File: config.mk
export PLATFORM = sky130hd
export DESIGN_NAME = wb_flash_arbiter
export DESIGN_NICKNAME = d
export VERILOG_FILES = /design/src/rtl/wb_flash_arbiter.sv
export SDC_FILE = /design/constraint.sdc
export NUM_CORES = 1
export LEC_CHECK = 0
export BUFFER_PORTS_ARGS = -buffer_cell sky130_fd_sc_hd__buf_2
export CELL_PAD_IN_SITES_DETAIL_PLACEMENT = 1
export CELL_PAD_IN_SITES_GLOBAL_PLACEMENT = 1
export CORE_AREA = 2 2 119 121
export CTS_CLUSTER_SIZE = 40
export DETAILED_ROUTE_END_ITERATION = 7
export DIE_AREA = 0 0 121 123
export PLACE_DENSITY = 0.75
export SYNTH_ARGS = -nofsm -noshare
export SYNTH_HDL_FRONTEND = slang
export SYNTH_SLANG_ARGS = --single-unit
File: constraint.sdc
create_clock -name wb_clk_i -period 2.55 [get_ports wb_clk_i]
set_input_delay 0.3825 -clock wb_clk_i [delete_from_list [all_inputs] [get_ports wb_clk_i]]
set_output_delay 0.3825 -clock wb_clk_i [all_outputs]
set_load 0.01 [all_outputs]
File: src/rtl/wb_flash_arbiter.sv
// -----------------------------------------------------------------------------
// wb_flash_arbiter
// Two-master round-robin Wishbone arbiter in front of a single SPI flash
// controller slave. m0 is the CPU instruction-fetch port; m1 is the boot/DMA
// loader. The owner keeps the grant for its whole WB cycle. When the other
// master is waiting, the owner is handed over after MAX_BEATS acks.
//
// Optional feature (macro WB_FLASH_ARB_TIMEOUT_EN):
//   When the macro is defined, a watchdog counts owner-strobed cycles that
//   have no ack. At TIMEOUT it pulses the owner's err for one cycle, blanks
//   the slave cyc/stb for that cycle, and releases the grant. When the macro
//   is undefined, both err outputs are tied low and TIMEOUT is unused.
//
// Ports:
//   wb_clk_i, wb_rst_i        clock, synchronous active-high reset
//   m0_wb_* / m1_wb_*         master ports (cyc/stb/we/adr/dat in, dat/ack/err out)
//   s_wb_*                    slave port toward the flash controller
//   grant_o                   one-hot current owner, 00 = idle
// -----------------------------------------------------------------------------
module wb_flash_arbiter #(
    parameter int unsigned AW        = 32,
    parameter int unsigned DW        = 32,
    parameter int unsigned MAX_BEATS = 16,
    parameter int unsigned TIMEOUT   = 1024
) (
    input  logic          wb_clk_i,
    input  logic          wb_rst_i,
    // master 0
    input  logic          m0_wb_cyc_i,
    input  logic          m0_wb_stb_i,
    input  logic          m0_wb_we_i,
    input  logic [AW-1:0] m0_wb_adr_i,
    input  logic [DW-1:0] m0_wb_dat_i,
    output logic [DW-1:0] m0_wb_dat_o,
    output logic          m0_wb_ack_o,
    output logic          m0_wb_err_o,
    // master 1
    input  logic          m1_wb_cyc_i,
    input  logic          m1_wb_stb_i,
    input  logic          m1_wb_we_i,
    input  logic [AW-1:0] m1_wb_adr_i,
    input  logic [DW-1:0] m1_wb_dat_i,
    output logic [DW-1:0] m1_wb_dat_o,
    output logic          m1_wb_ack_o,
    output logic          m1_wb_err_o,
    // slave
    output logic          s_wb_cyc_o,
    output logic          s_wb_stb_o,
    output logic          s_wb_we_o,
    output logic [AW-1:0] s_wb_adr_o,
    output logic [DW-1:0] s_wb_dat_o,
    input  logic [DW-1:0] s_wb_dat_i,
    input  logic          s_wb_ack_i,
    // status
    output logic [1:0]    grant_o
);

    localparam int unsigned BW         = (MAX_BEATS == 0) ? 1 : $clog2(MAX_BEATS + 1);
    localparam logic [BW:0] BEAT_LIMIT = (BW + 1)'(MAX_BEATS);
    localparam logic [BW-1:0] BEAT_SAT = BW'(MAX_BEATS);
    localparam bit          LIMIT_EN   = (MAX_BEATS != 0);

    typedef enum logic [1:0] {
        ST_IDLE = 2'd0,
        ST_OWN0 = 2'd1,
        ST_OWN1 = 2'd2
    } state_e;

    state_e         state_q, state_d;
    logic           last_q, last_d;      // 1: m1 owned most recently
    logic [BW-1:0]  beat_q, beat_d;

    logic           own_cyc_c, own_stb_c, own_we_c, oth_cyc_c;
    logic [AW-1:0]  own_adr_c;
    logic [DW-1:0]  own_dat_c;
    logic           ack_c, hit_limit_c, timeout_c;

    // Route the owner's bus toward the slave; the other side only contributes cyc.
    always_comb begin
        own_cyc_c = 1'b0;
        own_stb_c = 1'b0;
        own_we_c  = 1'b0;
        own_adr_c = '0;
        own_dat_c = '0;
        oth_cyc_c = 1'b0;
        case (state_q)
            ST_OWN0: begin
                own_cyc_c = m0_wb_cyc_i;
                own_stb_c = m0_wb_stb_i;
                own_we_c  = m0_wb_we_i;
                own_adr_c = m0_wb_adr_i;
                own_dat_c = m0_wb_dat_i;
                oth_cyc_c = m1_wb_cyc_i;
            end
            ST_OWN1: begin
                own_cyc_c = m1_wb_cyc_i;
                own_stb_c = m1_wb_stb_i;
                own_we_c  = m1_wb_we_i;
                own_adr_c = m1_wb_adr_i;
                own_dat_c = m1_wb_dat_i;
                oth_cyc_c = m0_wb_cyc_i;
            end
            default: ;
        endcase
    end

    // An ack only counts while the owner holds cyc and the watchdog is not firing.
    assign ack_c       = s_wb_ack_i & own_cyc_c & ~timeout_c;
    assign hit_limit_c = LIMIT_EN && ack_c &&
                         (({1'b0, beat_q} + (BW + 1)'(1)) >= BEAT_LIMIT);

`ifdef WB_FLASH_ARB_TIMEOUT_EN
    localparam int unsigned TW = (TIMEOUT == 0) ? 1 : $clog2(TIMEOUT + 1);

    logic [TW-1:0] wdt_q, wdt_d;

    assign timeout_c = (state_q != ST_IDLE) && (wdt_q == TW'(TIMEOUT));

    // Watchdog: counts strobed, unacked cycles of the current grant.
    always_comb begin
        wdt_d = '0;
        if ((state_q != ST_IDLE) && (state_d == state_q) && own_cyc_c && own_stb_c &&
            !s_wb_ack_i && (wdt_q != TW'(TIMEOUT))) begin
            wdt_d = wdt_q + TW'(1);
        end
    end

    always_ff @(posedge wb_clk_i) begin
        if (wb_rst_i) begin
            wdt_q <= '0;
        end else begin
            wdt_q <= wdt_d;
        end
    end
`else
    logic unused_timeout;

    assign timeout_c      = 1'b0;
    assign unused_timeout = ^32'(TIMEOUT);
`endif

    // Next-state: arbitration from idle, release/handover while owned.
    always_comb begin
        state_d = state_q;
        last_d  = last_q;
        beat_d  = beat_q;
        case (state_q)
            ST_IDLE: begin
                beat_d = '0;
                if (m0_wb_cyc_i && m1_wb_cyc_i) begin
                    state_d = last_q ? ST_OWN0 : ST_OWN1;
                end else if (m0_wb_cyc_i) begin
                    state_d = ST_OWN0;
                end else if (m1_wb_cyc_i) begin
                    state_d = ST_OWN1;
                end
            end
            ST_OWN0, ST_OWN1: begin
                if (timeout_c || !own_cyc_c) begin
                    state_d = ST_IDLE;
                    last_d  = (state_q == ST_OWN1);
                    beat_d  = '0;
                end else if (hit_limit_c && oth_cyc_c) begin
                    // Handover happens on an ack edge, so no transfer is cut.
                    state_d = (state_q == ST_OWN0) ? ST_OWN1 : ST_OWN0;
                    last_d  = (state_q == ST_OWN1);
                    beat_d  = '0;
                end else if (ack_c && (beat_q != BEAT_SAT)) begin
                    beat_d = beat_q + BW'(1);
                end
            end
            default: begin
                state_d = ST_IDLE;
                beat_d  = '0;
            end
        endcase
    end

    always_ff @(posedge wb_clk_i) begin
        if (wb_rst_i) begin
            state_q <= ST_IDLE;
            last_q  <= 1'b1;
            beat_q  <= '0;
        end else begin
            state_q <= state_d;
            last_q  <= last_d;
            beat_q  <= beat_d;
        end
    end

    // Slave side: pass-through from the owner, blanked during a watchdog pulse.
    assign s_wb_cyc_o = own_cyc_c & ~timeout_c;
    assign s_wb_stb_o = own_cyc_c & own_stb_c & ~timeout_c;
    assign s_wb_we_o  = own_we_c;
    assign s_wb_adr_o = own_adr_c;
    assign s_wb_dat_o = own_dat_c;

    // Master side: read data broadcast, ack/err steered to the owner only.
    assign m0_wb_dat_o = s_wb_dat_i;
    assign m1_wb_dat_o = s_wb_dat_i;
    assign m0_wb_ack_o = ack_c & (state_q == ST_OWN0);
    assign m1_wb_ack_o = ack_c & (state_q == ST_OWN1);
    assign m0_wb_err_o = timeout_c & (state_q == ST_OWN0);
    assign m1_wb_err_o = timeout_c & (state_q == ST_OWN1);

    assign grant_o = {state_q == ST_OWN1, state_q == ST_OWN0};

endmodule

======== Yosys cells after proc, flatten, opt, wreduce, memory -nomap -nowiden ========
Cells that the tools add are included.
word-level totals
  word-level logic and storage cells ...... 43
  memories kept ........................... 0
  memory bits (writable) .................. 0
  flip-flop bits (word level) ............. 8
  bits in read-only memories .............. 0
  output and inout bits ................... 137
  bits in latches ......................... 0
  bits of input ports ..................... 169
cells by class
  multipliers ............................. 0
  add/subtract/negate cells ............... 2
  bitwise logic cells ..................... 6
  muxes and demuxes ....................... 16
  equality and inequality tests ........... 6
  reduce and logical (&&, ||, !) cells .... 9
  divide/modulo/power cells ............... 0
  shifts and indexed selects .............. 0
  order comparisons ....................... 1
operators with widths
  kind                 number
  $pmux 32 s2          2
  $mux 2               7
  $pmux 1 s2           4
  $add 5x1->6 const B  1
  $ge 6x5->1 const B   1
  $add 5x1->5 const B  1
  $ne 5x5->1 const B   1
  $and 1x1->1          4
  $logic_and 1x1->1    4
  $ne 4x4->1 const B   1
  $pmux 2 s2           1
  $reduce_and 2->1     2
  $reduce_or 4->1      1
  $ne 3x3->1 const B   1
  $eq 2x1->1 const B   1
  $eq 2x2->1 const B   1
  $logic_not 2->1      1
  $mux 1               2
  $ne 2x1->1 const B   1
  $not 1->1            2
  $reduce_or 2->1      1

======== Logic depth before layout (Yosys ltp) ========
  depth after elaboration ................. 8
  depth in mapped cells ................... 8
  depth with buffers taken out ............ 7

======== Least setup slack after synthesis ========
Ideal clock, no wire load.
  kind .................................... register to register
  from .................................... reg state_q[0]
  to ...................................... reg state_q[1]
  data arrival time ....................... 2002 ps
  data required time ...................... 2480 ps
  library setup time ...................... 70 ps
  buffers on the path ..................... 1
  period minus slack after synthesis ...... 2071 ps
  slack ................................... 479 ps
  stages on the path, launching flop included .. 9
  cells stage by stage .................... dfxtp_1 > inv_1 > ha_1 > buf_2 > a22o_1 > and2_1 > o21a_1 > or4_1 > a21oi_1
between the ends
  word-level cells in the longest chain between the ends .. 7
ends and longest elaborated chain
  what                               RTL line  text
  start: declaration                 69        state_e state_q, state_d;
  start signal: assignment           185       state_q <= state_d;
  $eq 2x2->1 (*)                     n/a
  via grant_o[1]                     55        output logic [1:0] grant_o
  $pmux 1 s2 (*)                     86        case (state_q)
  via s_wb_cyc_o                     47        output logic s_wb_cyc_o,
  $and 1x1->1                        108       assign ack_c = s_wb_ack_i & own_cyc_c & ~timeout_c;
  $logic_and 1x1->1                  109       assign hit_limit_c = LIMIT_EN && ack_c &&
  $logic_and 1x1->1                  163       end else if (hit_limit_c && oth_cyc_c) begin
  $ne 3x3->1 (no source line)        n/a
  $reduce_and 2->1 (no source line)  n/a
The timed path passes the listed nets; every way through them passes the cells marked *. The select of a mux whose other input is x is not followed.
A chain may end at the register's enable or synchronous reset.

======== Final worst setup path ========
  from .................................... reg state_q[0]
  to ...................................... out s_wb_dat_o[2]
between the ends
  word-level cells in the longest chain between the ends .. 2
ends and longest elaborated chain
  what                                             RTL line  text
  $eq 2x2->1 / $eq 2x1->1 (equally long branches)  86
  $pmux 32 s2 (*)                                  86
  end: declaration                                 51        output logic [DW-1:0] s_wb_dat_o,
Every way passes the cells marked *; elsewhere a longest branch is shown, timed or not.

==> results.json <==
{
  "post_drt_wl_per_cell_um": 14.1,
  "drv_cap": 0,
  "cp.depth": 6,
  "crit_slowest_cell": "inv_2",
  "outcome": "completed",
  "r2r_cells": 7,
  "fin_crit_sh_pct": 93.4,
  "synthesis.area_sq_um": 1900,
  "synth_common_cells": "nor2_1, a22oi_1, buf_4",
  "drcViolationCount": 0,
  "rsz0062_at_grt": "false",
  "gr-usage-all-layers_pct": 10.1,
  "die_h_um": 123,
  "die_w_um": 121,
  "syn_inst": 290,
  "slowest_delay_ns": 0.45,
  "dieArea_sq_um": 14900,
  "yosys-top-cells-area": "a22oi_1, buf_4, nor2_1, dfxtp_1, ha_1",
  "synth_sequential_area_ratio_pct": 8.42,
  "finClkSkew_ns": 0.00161,
  "fill_cells": 1750,
  "peakVddDrop_mv": 0.286,
  "clk_pin_slew_ns": 0.03,
  "min_to": "state_q[0]",
  "setup.worst_path.start_class": "flip-flop",
  "synthArstFlopShare_pct": 0,
  "tightest_slew_ns": 0.583,
  "ios": 306,
  "routed_wl_um": 8460,
  "syn_avg_cell_area_sq_um": 6.56,
  "post_cts_buffers": 0,
  "grt_first_pass_wirelength_um": 12100,
  "worstSetupEndpointType": "primary output",
  "cts_resized": 0,
  "place_congestion": 0.720,
  "hold_path.class": "in -> reg",
  "synth-seq-cells": 8,
  "power_density_nw_per_um2": 390,
  "fin_crit_ns": 2.38,
  "crit_chain": "inv_1, ha_1, inv_2, buf_12, nor2_1, buf_2",
  "hold_buffers": 0,
  "cp.arrival_ns": 2.00,
  "area_growth_pct": 44.1,
  "start_util_pct": 14.0,
  "core_area_sq_um": 13600,
  "clk_path_buf_depth": 2,
  "slew_violations": 0,
  "seqCellArea_sq_um": 160,
  "multi_input_area_sq_um": 1140,
  "yosys_most_used_dff": "dfxtp_1",
  "grt_pass1_vias": 2414,
  "timing_worst_setup_path_type": "reg -> out",
  "vias_per_cell": 4.21,
  "timing.rr.start": "state_q[0]",
  "yosysMostFrequentCell": "nor2_1",
  "r2r_setup_slack_ns": 0.37,
  "synthDominantCellAreaShare_pct": 26.4,
  "crit_required_ns": 2.17,
  "synth_edf_count": 0,
  "synth_top_area_cell": "a22oi_1",
  "critPathTopFamily": "buffers and inverters",
  "cts_max_level": 1,
  "dpl_cell_area_sq_um": 2660,
  "hold_viol_final": 0,
  "grt_overflow": 0,
  "cts.sinks": 8,
  "grt_max_degree": 73,
  "hold_depth": 2,
  "grt_antenna_before_repair": 0,
  "setup_tns_ns": 0,
  "num_rows": 43,
  "leakage_nw": 1.36,
  "num_vias": 2517,
  "min_from": "wb_rst_i",
  "antenna_left": 0,
  "nets": 594,
  "crit_buf_inv": 4,
  "dp_hpwl_um": 6840,
  "drtPass1Iterations": 4,
  "clk_latency_ns": 0.23,
  "yosysUniqueCellTypes": 38,
  "max_freq_ghz": 0.420,
  "cts_buffers": 3,
  "crit_fanout": 28,
  "max-slew-margin-rel_pct": 61.1,
  "synth.yosys.warnings": 0,
  "cts_tree": "built",
  "port-buffer-count": 207,
  "setup_violations": 0,
  "drive_above_1_share_pct": 52.3,
  "final_area_sq_um": 2740,
  "cts_root_buffer": "clkbuf_16",
  "drt-initial-drc-count": 85,
  "r2r_end": "state_q[1]"
}
-- sequential cells by signal, summed over array words and instances, names as in the netlist --
| signal | flops |
|---|---|
| beat_q | 5 |
| last_q | 1 |
| state_q | 2 |
-- worst max path at each step --
stage	start	slack [ns]	endpoint
final	state_q[0]	0.17	s_wb_dat_o[2]
after floorplan	state_q[0]	0.48	state_q[1]
after detailed placement	state_q[0]	0.37	s_wb_dat_o[2]
after global placement	state_q[0]	0.43	s_wb_dat_o[3]
after CTS	state_q[0]	0.12	s_wb_dat_o[2]
after global routing	state_q[0]	0.01	s_wb_dat_o[2]
-- per-layer routing --
layer	track usage, %	wire length [um]	vias up
li1	-	-	1214
met5	0	0	-
met3	2.17	824	27
met2	18.9	4200	148
met1	11.6	3310	1128
met4	2.62	124	0
-- cell usage in the layout (no fill, tap or decap), drive strengths merged, types with 2 or more instances in the layout --
cell,n
and2,3
o21ai,4
clkbuf,3
ha,6
a22oi,67
conb,2
inv,6
nor2b,2
a21oi,4
xnor2,2
buf,212
nor2,69
nand2,6
a211o,2
dfxtp,8
-- where the power goes --
| part | switching, mW | internal, mW | leakage [nW] |
|---|---|---|---|
| logic | 0.388 | 0.282 | 1.26 |
| registers | 0.00692 | 0.132 | 0.0649 |
| clock network | 0.0581 | 0.202 | 0.0370 |
-- cell type report --
cell class | instances | area share, %
antenna | 1 | 0.0913
clock buffer | 3 | 2.74
inverter | 6 | 0.822
multi-input combinational | 188 | 41.8
sequential | 8 | 5.84
tap | 180 | 8.22
timing repair buffer | 212 | 40.5
-- logic make-up after synthesis --
group	Yosys count	synth area share (%)
muxes	1	0.526
xor gates and xnor gates	3	1.38
and+or+nand+nor	87	18.9
other	1	0.197
AOI/OAI and AO/OA	88	34.2
DFF	8	8.42
adders and majority gates	7	4.47
buffers and inverters	95	31.9
-- stage by stage --
stage / hold slack (ns) / setup slack, ns / total power, mW / util, % / cells
after detailed placement: 0.517 / 0.370 / 0.823 / 19.6 / 594
after CTS: 0.381 / 0.121 / 1.09 / 20.1 / 597
after global placement: 0.508 / 0.433 / 0.820 / 19.6 / 594
final: 0.381 / 0.169 / 1.07 / 20.1 / 598
after floorplan: 0.452 / 0.479 / 0.614 / - / 291
after global routing: 0.384 / 0.0135 / 1.16 / 20.1 / 597
Power figures use the tool's default switching activity.
